`src/rtl/hazard_ctrl_pkg.sv`:
```
// rtl/hazard_ctrl_pkg.sv - shared state encoding and defaults for the hazard controller
package hazard_ctrl_pkg;

  typedef enum logic [1:0] {
    HDU_RUN       = 2'd0,
    HDU_TRAP_PEND = 2'd1,
    HDU_REFILL    = 2'd2
  } hdu_state_e;

  localparam int HDU_XLEN      = 32;
  localparam int HDU_PERF_W    = 32;
  localparam int HDU_FETCH_LAT = 2;
  localparam int HDU_CNT_W     = 3;

endpackage

```
`src/rtl/hazard_ctrl_if.sv`:
```
// rtl/hazard_ctrl_if.sv - pipeline hazard inputs and stall/flush/redirect controls
interface hazard_ctrl_if #(
  parameter int XLEN   = 32,
  parameter int PERF_W = 32
);
  logic            load_dependence;
  logic            ifu_not_ready;
  logic            ex_br_take;
  logic [XLEN-1:0] ex_br_target;
  logic            mem_lsu_busy;
  logic            mem_trap_req;
  logic [XLEN-1:0] mem_trap_vector;
  logic            mem_mret_req;
  logic [XLEN-1:0] mem_mepc;

  logic              if_stall;
  logic              id_stall;
  logic              ex_stall;
  logic              mem_stall;
  logic              id_flush;
  logic              ex_flush;
  logic              mem_flush;
  logic              pc_redirect;
  logic [XLEN-1:0]   pc_redirect_target;
  logic [PERF_W-1:0] stall_cycles;

  modport master (
    output load_dependence, ifu_not_ready, ex_br_take, ex_br_target, mem_lsu_busy,
           mem_trap_req, mem_trap_vector, mem_mret_req, mem_mepc,
    input  if_stall, id_stall, ex_stall, mem_stall, id_flush, ex_flush, mem_flush,
           pc_redirect, pc_redirect_target, stall_cycles
  );

  modport slave (
    input  load_dependence, ifu_not_ready, ex_br_take, ex_br_target, mem_lsu_busy,
           mem_trap_req, mem_trap_vector, mem_mret_req, mem_mepc,
    output if_stall, id_stall, ex_stall, mem_stall, id_flush, ex_flush, mem_flush,
           pc_redirect, pc_redirect_target, stall_cycles
  );
endinterface

```
`src/rtl/hazard_ctrl.sv`:
```
// rtl/hazard_ctrl.sv - per-stage stall/flush and PC redirect sequencing for the 5-stage core
module hazard_ctrl
  import hazard_ctrl_pkg::*;
#(
  parameter int XLEN      = HDU_XLEN,
  parameter int FETCH_LAT = HDU_FETCH_LAT,
  parameter int PERF_W    = HDU_PERF_W
) (
  input  logic         clk,
  input  logic         rst,
  hazard_ctrl_if.slave hz
);

  localparam logic [HDU_CNT_W-1:0] REFILL_LOAD = HDU_CNT_W'(FETCH_LAT - 1);

  hdu_state_e           state_q, state_d;
  logic [HDU_CNT_W-1:0] cnt_q, cnt_d;
  logic [XLEN-1:0]      pend_q, pend_d;
  logic [PERF_W-1:0]    stall_cnt_q;

  logic            if_stall, id_stall, ex_stall, mem_stall;
  logic            id_flush, ex_flush, mem_flush;
  logic            redirect;
  logic [XLEN-1:0] target;
  logic            trap_any;
  logic [XLEN-1:0] trap_tgt;
  logic            refill_tick;

  always_comb begin
    if_stall    = 1'b0;
    id_stall    = 1'b0;
    ex_stall    = 1'b0;
    mem_stall   = 1'b0;
    id_flush    = 1'b0;
    ex_flush    = 1'b0;
    mem_flush   = 1'b0;
    redirect    = 1'b0;
    target      = '0;
    refill_tick = 1'b0;
    state_d     = state_q;
    cnt_d       = cnt_q;
    pend_d      = pend_q;
    trap_any    = hz.mem_trap_req | hz.mem_mret_req;
    trap_tgt    = hz.mem_trap_req ? hz.mem_trap_vector : hz.mem_mepc;

    if (!rst) begin
      case (state_q)
        HDU_TRAP_PEND: begin
          // Further trap/mret pulses are ignored until the held one is delivered.
          if (hz.mem_lsu_busy) begin
            {if_stall, id_stall, ex_stall, mem_stall} = 4'hf;
          end else begin
            redirect                        = 1'b1;
            target                          = pend_q;
            {id_flush, ex_flush, mem_flush} = 3'b111;
            state_d                         = HDU_REFILL;
            cnt_d                           = REFILL_LOAD;
          end
        end
        default: begin
          if (trap_any && hz.mem_lsu_busy) begin
            {if_stall, id_stall, ex_stall, mem_stall} = 4'hf;
            pend_d  = trap_tgt;
            state_d = HDU_TRAP_PEND;
          end else if (trap_any) begin
            redirect                        = 1'b1;
            target                          = trap_tgt;
            {id_flush, ex_flush, mem_flush} = 3'b111;
            state_d                         = HDU_REFILL;
            cnt_d                           = REFILL_LOAD;
          end else if (hz.mem_lsu_busy) begin
            // EX is frozen, so a taken branch there is held and acted on once MEM drains.
            {if_stall, id_stall, ex_stall, mem_stall} = 4'hf;
            refill_tick = 1'b1;
          end else if (hz.ex_br_take) begin
            redirect             = 1'b1;
            target               = hz.ex_br_target;
            {id_flush, ex_flush} = 2'b11;
            state_d              = HDU_REFILL;
            cnt_d                = REFILL_LOAD;
          end else if (state_q == HDU_RUN) begin
            if (hz.load_dependence) begin
              if_stall = 1'b1;
              id_stall = 1'b1;
              ex_flush = 1'b1;
            end else if (hz.ifu_not_ready) begin
              id_flush = 1'b1;
            end
          end else begin
            refill_tick = 1'b1;
          end

          // Wrong-path fetches land in ID during refill; the flush overrides any ID stall.
          if (state_q == HDU_REFILL) begin
            id_flush = 1'b1;
            id_stall = 1'b0;
            if (refill_tick) begin
              if (cnt_q == '0) state_d = HDU_RUN;
              else             cnt_d   = cnt_q - 1'b1;
            end
          end
        end
      endcase
    end
  end

  always_ff @(posedge clk) begin
    if (rst) begin
      state_q     <= HDU_RUN;
      cnt_q       <= '0;
      pend_q      <= '0;
      stall_cnt_q <= '0;
    end else begin
      state_q <= state_d;
      cnt_q   <= cnt_d;
      pend_q  <= pend_d;
      if (if_stall && !(&stall_cnt_q)) stall_cnt_q <= stall_cnt_q + PERF_W'(1);
    end
  end

  assign hz.if_stall           = if_stall;
  assign hz.id_stall           = id_stall;
  assign hz.ex_stall           = ex_stall;
  assign hz.mem_stall          = mem_stall;
  assign hz.id_flush           = id_flush;
  assign hz.ex_flush           = ex_flush;
  assign hz.mem_flush          = mem_flush;
  assign hz.pc_redirect        = redirect;
  assign hz.pc_redirect_target = target;
  assign hz.stall_cycles       = stall_cnt_q;

endmodule
```
`src/flat_wrapper.sv`:
```
// flat-port wrapper written by rule: the top's interface ports become plain ports
module hazard_ctrl_flat import hazard_ctrl_pkg::*;
#(
  parameter int XLEN      = HDU_XLEN,
  parameter int FETCH_LAT = HDU_FETCH_LAT,
  parameter int PERF_W    = HDU_PERF_W
)
  (clk, rst, hz_load_dependence, hz_ifu_not_ready, hz_ex_br_take, hz_ex_br_target, hz_mem_lsu_busy, hz_mem_trap_req, hz_mem_trap_vector, hz_mem_mret_req, hz_mem_mepc, hz_if_stall, hz_id_stall, hz_ex_stall, hz_mem_stall, hz_id_flush, hz_ex_flush, hz_mem_flush, hz_pc_redirect, hz_pc_redirect_target, hz_stall_cycles);
  hazard_ctrl_if #(.XLEN(XLEN), .PERF_W(PERF_W)) hz_i ();
  input  logic clk;
  input  logic rst;
  input wire logic [$bits(hz_i.load_dependence)-1:0] hz_load_dependence;
  input wire logic [$bits(hz_i.ifu_not_ready)-1:0] hz_ifu_not_ready;
  input wire logic [$bits(hz_i.ex_br_take)-1:0] hz_ex_br_take;
  input wire logic [$bits(hz_i.ex_br_target)-1:0] hz_ex_br_target;
  input wire logic [$bits(hz_i.mem_lsu_busy)-1:0] hz_mem_lsu_busy;
  input wire logic [$bits(hz_i.mem_trap_req)-1:0] hz_mem_trap_req;
  input wire logic [$bits(hz_i.mem_trap_vector)-1:0] hz_mem_trap_vector;
  input wire logic [$bits(hz_i.mem_mret_req)-1:0] hz_mem_mret_req;
  input wire logic [$bits(hz_i.mem_mepc)-1:0] hz_mem_mepc;
  output wire logic [$bits(hz_i.if_stall)-1:0] hz_if_stall;
  output wire logic [$bits(hz_i.id_stall)-1:0] hz_id_stall;
  output wire logic [$bits(hz_i.ex_stall)-1:0] hz_ex_stall;
  output wire logic [$bits(hz_i.mem_stall)-1:0] hz_mem_stall;
  output wire logic [$bits(hz_i.id_flush)-1:0] hz_id_flush;
  output wire logic [$bits(hz_i.ex_flush)-1:0] hz_ex_flush;
  output wire logic [$bits(hz_i.mem_flush)-1:0] hz_mem_flush;
  output wire logic [$bits(hz_i.pc_redirect)-1:0] hz_pc_redirect;
  output wire logic [$bits(hz_i.pc_redirect_target)-1:0] hz_pc_redirect_target;
  output wire logic [$bits(hz_i.stall_cycles)-1:0] hz_stall_cycles;
  assign hz_i.load_dependence = hz_load_dependence;
  assign hz_i.ifu_not_ready = hz_ifu_not_ready;
  assign hz_i.ex_br_take = hz_ex_br_take;
  assign hz_i.ex_br_target = hz_ex_br_target;
  assign hz_i.mem_lsu_busy = hz_mem_lsu_busy;
  assign hz_i.mem_trap_req = hz_mem_trap_req;
  assign hz_i.mem_trap_vector = hz_mem_trap_vector;
  assign hz_i.mem_mret_req = hz_mem_mret_req;
  assign hz_i.mem_mepc = hz_mem_mepc;
  assign hz_if_stall = hz_i.if_stall;
  assign hz_id_stall = hz_i.id_stall;
  assign hz_ex_stall = hz_i.ex_stall;
  assign hz_mem_stall = hz_i.mem_stall;
  assign hz_id_flush = hz_i.id_flush;
  assign hz_ex_flush = hz_i.ex_flush;
  assign hz_mem_flush = hz_i.mem_flush;
  assign hz_pc_redirect = hz_i.pc_redirect;
  assign hz_pc_redirect_target = hz_i.pc_redirect_target;
  assign hz_stall_cycles = hz_i.stall_cycles;
  hazard_ctrl #(.XLEN(XLEN), .FETCH_LAT(FETCH_LAT), .PERF_W(PERF_W)) u_core (.clk(clk), .rst(rst), .hz(hz_i));
endmodule
```
`config.mk`:
```
export PLATFORM = sky130hd
export DESIGN_NAME = hazard_ctrl_flat
export DESIGN_NICKNAME = d
export VERILOG_FILES = /design/src/rtl/hazard_ctrl_pkg.sv /design/src/rtl/hazard_ctrl_if.sv /design/src/rtl/hazard_ctrl.sv /design/src/flat_wrapper.sv
export SDC_FILE = /design/constraint.sdc
export NUM_CORES = 1
export LEC_CHECK = 0
export CAP_MARGIN = 20
export CORE_UTILIZATION = 47
export DETAILED_ROUTE_END_ITERATION = 6
export PLACE_DENSITY_LB_ADDON = 0.05
export SETUP_SLACK_MARGIN = 0.05
export SLEW_MARGIN = 20
export SYNTH_ARGS = -nofsm -noshare
export SYNTH_HDL_FRONTEND = slang
export SYNTH_SLANG_ARGS = --single-unit
```
`constraint.sdc`:
```
create_clock -name clk -period 4 [get_ports clk]
set_input_delay 1 -clock clk [delete_from_list [all_inputs] [get_ports clk]]
set_output_delay 1 -clock clk [all_outputs]
set_load 0.005 [all_outputs]
```
==> results.txt, run 1 <==
----------------------------------------------------
[Global routing]
  GRT overflow ... 0
  Vias in the first global route ... 4569
  Global-route wire length before repair ... 21300 µm
  Gr usage total ... 27.0%
  Antenna violations before repair ... 0
  Largest net degree at the start of global routing ... 77

[Drt]
  Routed vias/inst ... 5.84
  Remaining DRCs ... 0
  Initial drt markers ... 181
  Sum of routed wire length over all layers ... 13300 µm
  DRT antenna net count ... 0
  Via total after detailed routing ... 4875
  Avg WL per Cell ... 15.9 µm
  Detailed-routing iteration count for the pre-antenna-repair pass ... 5

[CTS]
  CTS buffer count ... 9
  H-tree lvl count ... 3
  Clock sink count ... 69
  Later-pin clock latency in the skew report ... 0.34 ns
  CTS tree ... yes
  Clock tree buffer depth ... 2
  Clock transition time at the flip-flop clock pins of the worst setup and hold paths ... 0.08 ns
  Library cell used as clock root buffer ... sky130_fd_sc_hd__clkbuf_8
  Number of buffers added to fix hold violations after cts ... 0

[STA]
  Headroom to the max-slew limit ... 28.2%
  Final Cycle Share ... 94.2%
  Setup TNS ... 0 ns
  Final critical delay including setup and external delays ... 3.77 ns
  Pins Over Slew Limit ... 0
  Worst clock skew ... 0.0110 ns
  Slew at the pin closest to its max-slew limit ... 1.07 ns
  RSZ-0062 raised after global routing ... false
  Fin. Hold Viols ... 0
  Number of setup violations in the final report ... 0
  Peak Freq ... 265 MHz

[Power and ir drop]
  Part of the total power dissipated in combinational logic ... 21.3%
  Part of the power in the clock network ... 38.4%
  Power density over cell area ... 281 nW/µm²
  Reg power frac ... 40.3%
  Switching part of the total power ... 26.0%
  Overall power consumption ... 1.83 mW
  Sw power ... 0.474 mW
  Internal portion of total power ... 1.35 mW
  Peak supply drop ... 190 µV
  Leakage component of the power ... 2.29 nW

[Critical path]
  Data arrival at the endpoint of the critical path ... 2.77 ns
  Kind of end point of the critical path ... output port
  Cell-by-cell listing of the critical path ... dlygate4sd2_1 -> nor4b_4 -> buf_6 -> buf_12 -> a222oi_1 -> a211oi_1 -> clkdlybuf4s50_1
  Largest delay contributor family on the critical path ... buffers and inverters
  Setup crit start kind ... input pin
  Critical path required time ... 3.00 ns
  Crit Path Class ... in2out
  Sum of buffers and inverters on the critical path ... 4
  Flop2flop setup slack ... 1.46 ns
  Cell with the largest stage delay on the worst path ... sky130_fd_sc_hd__clkdlybuf4s50_1
  Max incr delay on CP ... 0.55 ns
  Maximum fanout along the worst path ... 8

[Logic synthesis]
  Count of flip-flops with a built-in enable after synthesis ... 0
  Cell count after synthesis ... 564
  Dominant register cell in the synthesized netlist ... sky130_fd_sc_hd__dfxtp_1
  Post-synthesis average cell area ... 7.58 µm²
  Proportion of synthesized flip-flops having asynchronous set or reset ... 0%
  Synthesis warning total ... 0
  Post-synthesis sequential area ratio ... 32.3%
  Total nets after synthesis ... 671
  Area contributors post-synth ... sky130_fd_sc_hd__dfxtp_1 32%, sky130_fd_sc_hd__mux2i_1 7.7%, sky130_fd_sc_hd__a21oi_1 6.9%
  Area share of the leading cell type in the synthesized netlist ... 32.3%
  Count of state elements after synthesis ... 69
  Syn Std Cell Area ... 4280 µm²
  Cell variety after synth ... 46
  Top cell type by total area after synthesis ... sky130_fd_sc_hd__dfxtp_1

[Final layout]
  Layout Nets ... 829
  Count of placed standard cells in the final layout, fillers left out ... 835
  Area added between synthesis and finish ... 51.8%
  Share of cells above drive strength 1 ... 6.33%
  Cell area after layout ... 6490 µm²
  ANT cells ... 0

[Floorplan]
  Floorplan die width ... 97.4 µm
  Initial standard-cell utilization of the core ... 48.8%
  Area enclosed by the die boundary ... 9480 µm²
  Number of rows created at floorplan ... 34
  Number of top-level pins ... 176
  Area inside the core boundary ... 8760 µm²
  Vertical die dimension ... 97.4 µm

[Run]
  Number of maximum-capacitance violations ... 0

[Placement]
  Placed inst area ... 6170 µm²
  Final GP Congestion ... 0.855
  Port Buffer Count ... 175
  DP Wirelength ... 9130 µm
  Placed insts ... 816

[Worst hold path]
  Hold WC Path Type ... reg2reg

[Outcome]
  Status ... completed

----------------------------------------------------
## worst paths after layout
path	from	end	depth (start not counted)
setup / recovery	hz_mem_lsu_busy	hz_pc_redirect_target[8]	7
hold reg to reg	u_core.cnt_q[0]	u_core.cnt_q[0]	1
hold / removal	u_core.cnt_q[0]	u_core.cnt_q[0]	1
setup reg to reg	u_core.hz.stall_cycles[0]	u_core.hz.stall_cycles[13]	6
## layer usage
layer | up-vias | global-route usage [%] | routed length [µm]
met5 | - | 0 | 0
met4 | 0 | 9.39 | 231
met3 | 20 | 5.83 | 887
met2 | 166 | 48.7 | 6910
li1 | 2411 | - | -
met1 | 2278 | 31.3 | 5290
## power groups by stage
stage	Sequential [mW]	Clock (mW)	Combinational (mW)
global route	0.740	0.744	0.423
global placement	0.750	0	0.376
floorplan	0.746	0	0.186
detailed placement	0.752	0	0.383
CTS	0.736	0.713	0.385
finish	0.736	0.702	0.389
## logic make-up after synthesis
| family | share of synthesized area [%] |
|---|---|
| simple gates | 28.0 |
| buf+inv | 4.92 |
| mux | 7.73 |
| compound gates | 25.2 |
| fa+ha+maj | 0.878 |
| xor+xnor | 1.02 |
| flops | 32.3 |
## layout by cell type, fill, tap and decap left out, types with 3 or more instances in the layout
cell type | synthesis | final
sky130_fd_sc_hd__a211oi_1 | 39 | 39
sky130_fd_sc_hd__or4_1 | 9 | 9
sky130_fd_sc_hd__nor2b_1 | 5 | 4
sky130_fd_sc_hd__o31ai_1 | 9 | 9
sky130_fd_sc_hd__clkbuf_8 | 0 | 9
sky130_fd_sc_hd__inv_1 | 7 | 7
sky130_fd_sc_hd__dlygate4sd2_1 | 0 | 6
sky130_fd_sc_hd__xnor2_1 | 4 | 4
sky130_fd_sc_hd__nor4_1 | 3 | 3
sky130_fd_sc_hd__nor2_1 | 77 | 76
sky130_fd_sc_hd__nand4_1 | 11 | 11
sky130_fd_sc_hd__or3_1 | 18 | 18
sky130_fd_sc_hd__nor3b_1 | 23 | 23
sky130_fd_sc_hd__bufinv_16 | 0 | 3
sky130_fd_sc_hd__ha_1 | 3 | 3
sky130_fd_sc_hd__nor3_1 | 5 | 5
sky130_fd_sc_hd__nand3_1 | 10 | 10
sky130_fd_sc_hd__a22oi_1 | 3 | 3
sky130_fd_sc_hd__and3_1 | 3 | 3
sky130_fd_sc_hd__a311oi_1 | 4 | 4
sky130_fd_sc_hd__nand2b_1 | 5 | 4
sky130_fd_sc_hd__o21ai_0 | 43 | 41
sky130_fd_sc_hd__and4_1 | 7 | 7
sky130_fd_sc_hd__clkdlybuf4s50_1 | 0 | 164
sky130_fd_sc_hd__buf_12 | 0 | 5
sky130_fd_sc_hd__buf_4 | 1 | 10
sky130_fd_sc_hd__dlymetal6s2s_1 | 0 | 3
sky130_fd_sc_hd__a21oi_1 | 59 | 59
sky130_fd_sc_hd__mux2i_1 | 33 | 33
sky130_fd_sc_hd__nand2_1 | 43 | 43
sky130_fd_sc_hd__dfxtp_1 | 69 | 69
sky130_fd_sc_hd__a222oi_1 | 6 | 6
## area by class of cell
type | count | area (µm²)
clock inverter | 7 | 123
multi-input combinational | 442 | 2730
clock buffer | 9 | 124
timing repair buffer | 192 | 1970
inverter | 8 | 30.0
fill | 708 | 2270
tap | 108 | 135
sequential | 69 | 1380
## sequential cells by signal (all words and copies together) (netlist names)
| name | count |
|---|---|
| u_core.hz.stall_cycles | 32 |
| u_core.pend_q | 32 |
| u_core.cnt_q | 3 |
| u_core.state_q | 2 |
## stage by stage
stage / hold WS, ns / util (%) / setup slack, ns
after detailed placement: 0.480 / 70.4 / -0.0640
final: 0.492 / 74.1 / 0.232
after CTS: 0.492 / 73.3 / 0.0267
after floorplan: 0.443 / - / 0.565
after global placement: 0.462 / 70.3 / -0.00316
after global routing: 0.513 / 74.1 / 0.143
## Yosys cell counts, types with 10 or more instances
cell type,count
sky130_fd_sc_hd__mux2i_1,33
sky130_fd_sc_hd__a21oi_1,59
sky130_fd_sc_hd__a211oi_1,39
sky130_fd_sc_hd__o21ai_0,43
sky130_fd_sc_hd__dfxtp_1,69
sky130_fd_sc_hd__clkbuf_1,34
sky130_fd_sc_hd__or3_1,18
sky130_fd_sc_hd__nand4_1,11
sky130_fd_sc_hd__nor2_1,77
sky130_fd_sc_hd__nand2_1,43
sky130_fd_sc_hd__nand3_1,10
sky130_fd_sc_hd__nor3b_1,23
## what timing repair did
item                                    CTS  global route
cloned                                    0             2
resized for setup                         8             7
endpoints found under the setup margin   29            26
pin swaps                                 1             1
setup buffers                             0             1
Power figures use the tool's default switching activity.
==> run 2, diff against run 1 <==
- CELL_PAD_IN_SITES_DETAIL_PLACEMENT: default -> 0
- CELL_PAD_IN_SITES_GLOBAL_PLACEMENT: default -> 1
- CORE_UTILIZATION: 47 -> 33
==> run 2 against run 1 <==
  * Non-clock buffer count up 8
  * Worst setup slack lost 0.041 ns
  * Critical path depth decreased by 1
  * Final area grew 3.0%
  * Clock power increased by 24%
  * Total power grew 9.5%
  * Routed wire length grew 2.3%
  * Global-route usage is 6.2 points lower
  * Flip-flop and latch count did not move
  * Critical endpoint unchanged
  * Highest routed layer unchanged
==> results.txt, run 2 (synthesized netlist as in run 1, its figures left out) <==
----------------------------------------------------
[Worst hold path]
  Hold WC Path Type ... reg2reg
  Hold path startpoint ... u_core.cnt_q[0]

[STA]
  Final critical delay including setup and external delays ... 3.81 ns (+0.0406 ns)
  Pins Over Slew Limit ... 0 (unchanged)
  Headroom to the max-slew limit ... 32.9% (+4.7 points)
  Worst-case hold slack ... 0.483 ns (-0.00908 ns)
  Final Cycle Share ... 95.2% (+1.0 points)
  Number of setup violations in the final report ... 0 (unchanged)
  RSZ-0062 raised after global routing ... false
  Final Worst Setup Slack ... 0.192 ns (-0.0406 ns)
  Peak Freq ... 263 MHz (-1.1%)
  Worst clock skew ... 0.00653 ns (-0.00445 ns)
  Fin. Hold Viols ... 0 (unchanged)
  Slew at the pin closest to its max-slew limit ... 0.998 ns (-0.0701 ns)

[Critical path]
  Worst setup path startpoint ... hz_mem_lsu_busy
  Kind of end point of the critical path ... output port
  Cell with the largest stage delay on the worst path ... sky130_fd_sc_hd__clkdlybuf4s50_1
  Sum of buffers and inverters on the critical path ... 3 (-1)
  R2r startpoint ... u_core.hz.stall_cycles[0]
  Cell-by-cell listing of the critical path ... dlygate4sd2_1 -> nor4b_4 -> buf_4 -> a222oi_1 -> a211oi_1 -> clkdlybuf4s50_1
  Setup crit start kind ... input pin
  Critical path required time ... 3.00 ns (about the same)
  Maximum fanout along the worst path ... 10 (+2)
  Largest delay contributor family on the critical path ... buffers and inverters
  Crit Path Class ... in2out
  Data arrival at the endpoint of the critical path ... 2.81 ns (+0.04 ns)
  Max incr delay on CP ... 0.58 ns (+0.03 ns)

[CTS]
  Clock transition time at the flip-flop clock pins of the worst setup and hold paths ... 0.05 ns (-0.03 ns)
  Post-CTS Setup Repair Bufs ... 0 (unchanged)
  Clock tree buffer depth ... 2 (unchanged)
  CTS buffer count ... 9 (unchanged)
  Number of buffers added to fix hold violations after cts ... 0 (unchanged)
  CTS tree ... yes
  Library cell used as clock root buffer ... sky130_fd_sc_hd__clkbuf_16
  Later-pin clock latency in the skew report ... 0.34 ns (about the same)
  Clock sink count ... 69 (unchanged)
  H-tree lvl count ... 3 (unchanged)

[Final layout]
  Share of cells above drive strength 1 ... 7.48% (+1.2 points)
  Commonest cells after routing, fill and taps aside ... 164 x sky130_fd_sc_hd__clkdlybuf4s50_1, 76 x sky130_fd_sc_hd__nor2_1, 69 x sky130_fd_sc_hd__dfxtp_1
  Layout Nets ... 837 (+0.97%)
  Most common cell after layout, fill and taps aside ... sky130_fd_sc_hd__clkdlybuf4s50_1
  Area added between synthesis and finish ... 56.4%
  Fill cell instance count of the final layout ... 1254 (+77%)

[Floorplan]
  Vertical die dimension ... 116 µm (+19%)
  Number of rows created at floorplan ... 41 (+21%)
  Number of top-level pins ... 176 (unchanged)
  Area inside the core boundary ... 12600 µm² (+44%)
  Initial standard-cell utilization of the core ... 33.9% (-15 points)
  Area enclosed by the die boundary ... 13400 µm² (+41%)
  Floorplan die width ... 116 µm (+19%)

[Power and ir drop]
  Leakage component of the power ... 2.41 nW (+5.1%)
  Overall power consumption ... 2.00 mW (+9.5%)
  Peak supply drop ... 264 µV (+39%)
  Power density over cell area ... 299 nW/µm² (+6.3%)

[Global routing]
  Largest net degree at the start of global routing ... 65 (-16%)
  Antenna violations before repair ... 1 (+1)
  Global-route wire length before repair ... 21900 µm (+3.0%)
  Gr usage total ... 20.8% (-6.2 points)
  GRT overflow ... 0 (unchanged)
  Vias in the first global route ... 4466 (-2.3%)

[Drt]
  DRT antenna net count ... 0 (unchanged)
  Via total after detailed routing ... 4820 (-1.1%)
  Routed vias/inst ... 5.31 (-9.1%)
  Avg WL per Cell ... 15.0 µm (-5.9%)
  Sum of routed wire length over all layers ... 13600 µm (+2.3%)
  Remaining DRCs ... 0 (unchanged)
  Initial drt markers ... 262 (+45%)
  Detailed-routing iteration count for the pre-antenna-repair pass ... 5 (unchanged)

[Placement]
  Port Buffer Count ... 175 (unchanged)
  Final GP Congestion ... 0.851 (-0.43%)
  Post-Place Worst Slack ... -0.0387 ns (+0.0253 ns)
  DP Wirelength ... 10100 µm (+11%)

[Run]
  Number of maximum-capacitance violations ... 0 (unchanged)

[Outcome]
  Status ... completed

----------------------------------------------------
run 2: where the power goes:
part | leakage [nW] | switching, mW | internal, mW | total, mW
logic | 1.68 | 0.171 | 0.220 | 0.391
clock network | 0.158 | 0.309 | 0.561 | 0.871
registers | 0.564 | 0.0182 | 0.719 | 0.737
run 2: timing repair:
| action | CTS | global route |
|---|---|---|
| endpoints found under the hold margin | 0 | 0 |
| pin swaps | 0 | 2 |
| resized for setup | 5 | 12 |
| setup endpoints to repair | 33 | 25 |
run 2: final cells by class:
type,instances,area [µm²],share of cell area (%)
clock buffers,10,239,3.57
diodes,1,2.50,0.0374
repair buffers,200,2010,30.1
inverters,8,30.0,0.449
clock inverters,6,86.3,1.29
flip-flops and latches,69,1380,20.7
well taps,172,215,3.22
multi-input cells,442,2720,40.7
run 2: final timing paths:
kind	end	slack, ns	cells past startpoint
max	hz_pc_redirect_target[8]	0.19	6
min	u_core.cnt_q[0]	0.48	1
min reg2reg	u_core.cnt_q[0]	0.48	1
max reg2reg	u_core.hz.stall_cycles[13]	1.56	6
run 2: per-stage QoR:
step	instance area (µm²)	util, %	std cells	TNS [ns]
finish	6690	53.0	908	0
global route	6690	53.0	908	0
CTS	6650	52.7	907	0
detailed placement	6310	50.0	891	-0.0993
global placement	6310	50.0	891	-0.0768
floorplan	4280	-	564	0
run 2: worst register-to-register path: stages, from the launching register on:
cell and delay, ns:
sky130_fd_sc_hd__dfxtp_1 0.39, sky130_fd_sc_hd__ha_1 0.24, sky130_fd_sc_hd__and4_1 0.34, sky130_fd_sc_hd__nand3_1 0.24, sky130_fd_sc_hd__nor4_1 0.81, sky130_fd_sc_hd__or4_1 0.23
sky130_fd_sc_hd__a21oi_1 0.06
run 2: layer usage:
layer  GRT usage [%]  wire length (µm)
met3            5.18              1050
met1            25.7              5940
met5               0                 0
met2            34.9              6380
met4            7.61               264
==> run 3, diff against run 2 <==
- CORE_MARGIN: default -> 2
==> run 3 against run 2 <==
  * Cell count stayed put
  * Critical path type unchanged
  * Sequential share of layout area is 0.27 points lower
  * Global-route usage is 0.67 points lower
  * Register-to-register slack better by 0.07 ns
  * Total power is 5.2% higher
==> results.txt, run 3 (synthesized netlist as in run 1, its figures left out) <==
----------------------------------------------------
[Outcome]
  Status ... completed

[CTS]
  Clock tree buffer depth ... 2 (unchanged)
  Clock sink count ... 69 (unchanged)
  H-tree lvl count ... 3 (unchanged)
  CTS tree ... yes
  Clock transition time at the flip-flop clock pins of the worst setup and hold paths ... 0.06 ns (about the same)
  Number of buffers added to fix hold violations after cts ... 0 (unchanged)
  Library cell used as clock root buffer ... sky130_fd_sc_hd__clkbuf_16
  CTS buffer count ... 9 (unchanged)
  Later-pin clock latency in the skew report ... 0.33 ns (about the same)

[Global routing]
  Largest net degree at the start of global routing ... 65 (unchanged)
  Gr usage total ... 20.1% (-0.67 points)
  Antenna violations before repair ... 0 (-1)
  Vias in the first global route ... 4694 (+5.1%)
  Global-route wire length before repair ... 22900 µm (+4.7%)
  GRT overflow ... 0 (unchanged)

[Power and ir drop]
  Sw power ... 0.498 mW (-0.25%)
  Peak supply drop ... 217 µV (-18%)
  Power density over cell area ... 311 nW/µm² (+3.9%)
  Switching part of the total power ... 23.7% (-1.3 points)
  Overall power consumption ... 2.10 mW (+5.2%)
  Part of the total power dissipated in combinational logic ... 18.4% (-1.2 points)
  Internal portion of total power ... 1.61 mW (+7.1%)
  Part of the power in the clock network ... 46.5% (+2.9 points)
  Leakage component of the power ... 2.70 nW (+12%)
  Reg power frac ... 35.1% (-1.8 points)

[Critical path]
  Data arrival at the endpoint of the critical path ... 2.87 ns (+0.06 ns)
  Largest delay contributor family on the critical path ... buffers and inverters
  Maximum fanout along the worst path ... 4 (-6)
  Setup crit start kind ... input pin
  Crit Path Class ... in2out
  Critical path required time ... 3.00 ns (about the same)
  Cell-by-cell listing of the critical path ... clkdlybuf4s50_1 -> nor4b_4 -> buf_6 -> buf_4 -> buf_4 -> a222oi_1 -> a211oi_1 -> dlygate4sd2_1
  Kind of end point of the critical path ... output port
  Cell with the largest stage delay on the worst path ... sky130_fd_sc_hd__clkdlybuf4s50_1
  Sum of buffers and inverters on the critical path ... 5 (+2)
  Most frequent CP cell ... sky130_fd_sc_hd__buf_4
  Max incr delay on CP ... 0.48 ns (-0.10 ns)

[Floorplan]
  Vertical die dimension ... 118 µm (+1.7%)
  Area inside the core boundary ... 12600 µm² (unchanged)
  Area enclosed by the die boundary ... 13900 µm² (+3.5%)
  Initial standard-cell utilization of the core ... 33.9% (unchanged)
  Floorplan die width ... 118 µm (+1.7%)
  Number of rows created at floorplan ... 41 (unchanged)
  Number of top-level pins ... 176 (unchanged)

[STA]
  Pins Over Slew Limit ... 0 (unchanged)
  Final critical delay including setup and external delays ... 3.87 ns (+0.0581 ns)
  Final Cycle Share ... 96.7% (+1.5 points)
  RSZ-0062 raised after global routing ... false
  Number of setup violations in the final report ... 0 (unchanged)
  Slew at the pin closest to its max-slew limit ... 0.785 ns (-0.212 ns)
  Worst clock skew ... 0.00356 ns (-0.00297 ns)
  Fin. Hold Viols ... 0 (unchanged)
  Worst-case hold slack ... 0.485 ns (+0.00248 ns)
  Peak Freq ... 259 MHz (-1.5%)
  Headroom to the max-slew limit ... 47.6% (+15 points)

[Placement]
  Final GP Congestion ... 0.787 (-7.5%)
  Port Buffer Count ... 175 (unchanged)
  DP Wirelength ... 10200 µm (+0.51%)
  Placed insts ... 884 (-0.79%)

[Drt]
  Avg WL per Cell ... 15.8 µm (+5.0%)
  Initial drt markers ... 300 (+15%)
  Remaining DRCs ... 0 (unchanged)
  DRT antenna net count ... 0 (unchanged)
  Routed vias/inst ... 5.33 (+0.33%)
  Sum of routed wire length over all layers ... 14300 µm (+5.0%)
  Via total after detailed routing ... 4836 (+0.33%)
  Detailed-routing iteration count for the pre-antenna-repair pass ... 5 (unchanged)

[Final layout]
  Sequential cell area ... 1380 µm² (unchanged)
  End-of-flow core utilization ... 53.7% (+0.70 points)
  Most common cell after layout, fill and taps aside ... sky130_fd_sc_hd__clkdlybuf4s50_1
  Count of placed standard cells in the final layout, fillers left out ... 908 (unchanged)
  Multi-input logic area ... 2720 µm² (about the same)
  Layout Nets ... 837 (unchanged)
  Share of cells above drive strength 1 ... 7.35% (-0.14 points)
  Commonest cells after routing, fill and taps aside ... 144 x sky130_fd_sc_hd__clkdlybuf4s50_1, 76 x sky130_fd_sc_hd__nor2_1, 69 x sky130_fd_sc_hd__dfxtp_1
  Fill cell instance count of the final layout ... 1258 (+0.32%)
  Area added between synthesis and finish ... 58.4%

[Worst hold path]
  Hold WC Path Type ... reg2reg

[Run]
  Number of maximum-capacitance violations ... 0 (unchanged)

----------------------------------------------------
## run 3: cell types whose count changed in the layout (fill, tap and decap cells not counted), sizes merged
| cell | previous run | this run |
|---|---|---|
| clkinvlp | 1 | 2 |
| clkinv | 3 | 0 |
| dlymetal6s2s | 7 | 22 |
| clkdlybuf4s50 | 164 | 144 |
| dlygate4sd2 | 2 | 7 |
| bufinv | 2 | 4 |
## run 3: final timing paths
path,start,end,slack (ns),cells after the start
setup reg to reg,u_core.state_q[1],u_core.pend_q[2],1.63,6
setup / recovery,hz_ex_br_take,hz_pc_redirect_target[14],0.13,8
hold reg to reg,u_core.cnt_q[0],u_core.cnt_q[0],0.49,1
hold / removal,u_core.cnt_q[0],u_core.cnt_q[0],0.49,1
## run 3: power groups by stage
stage	sequential (mW)	clock (mW)	combinational [mW]
global route	0.741	1.03	0.423
global placement	0.750	0	0.384
detailed placement	0.752	0	0.388
floorplan	0.746	0	0.186
finish	0.738	0.979	0.387
CTS	0.737	1.00	0.393
## run 3: area by class of cell
class                   count  area share (%)
multi-input cells         442            40.2
repair buffers            200            30.4
flip-flops and latches     69            20.4
clock buffers              10            3.38
well taps                 172            3.18
clock inverters             6            1.99
inverters                   8           0.443
diodes                      1          0.0369
## run 3: layer usage
| metal | vias to the layer above | wire length (µm) | global-route usage [%] |
|---|---|---|---|
| met1 | 2252 | 6010 | 23.9 |
| li1 | 2421 | - | - |
| met4 | 0 | 241 | 7.91 |
| met5 | - | 0 | 0 |
| met2 | 147 | 6980 | 34.1 |
| met3 | 16 | 1080 | 5.77 |
## run 3: timing repair
action | 4_1_cts | 5_1_grt
pin swaps | 5 | 8
setup buffers | 6 | 1
gates resized for setup | 11 | 23
endpoints found under the setup margin | 30 | 24
hold endpoints to repair | 0 | 0
## run 3: stage by stage
step	setup WS (ns)	cell area [µm²]	TNS, ns
after floorplan	0.565	4280	0
after global routing	0.0536	6770	0
after CTS	0.0514	6700	0
after detailed placement	-0.274	6240	-3.20
final	0.133	6770	0
after global placement	-0.305	6240	-3.33
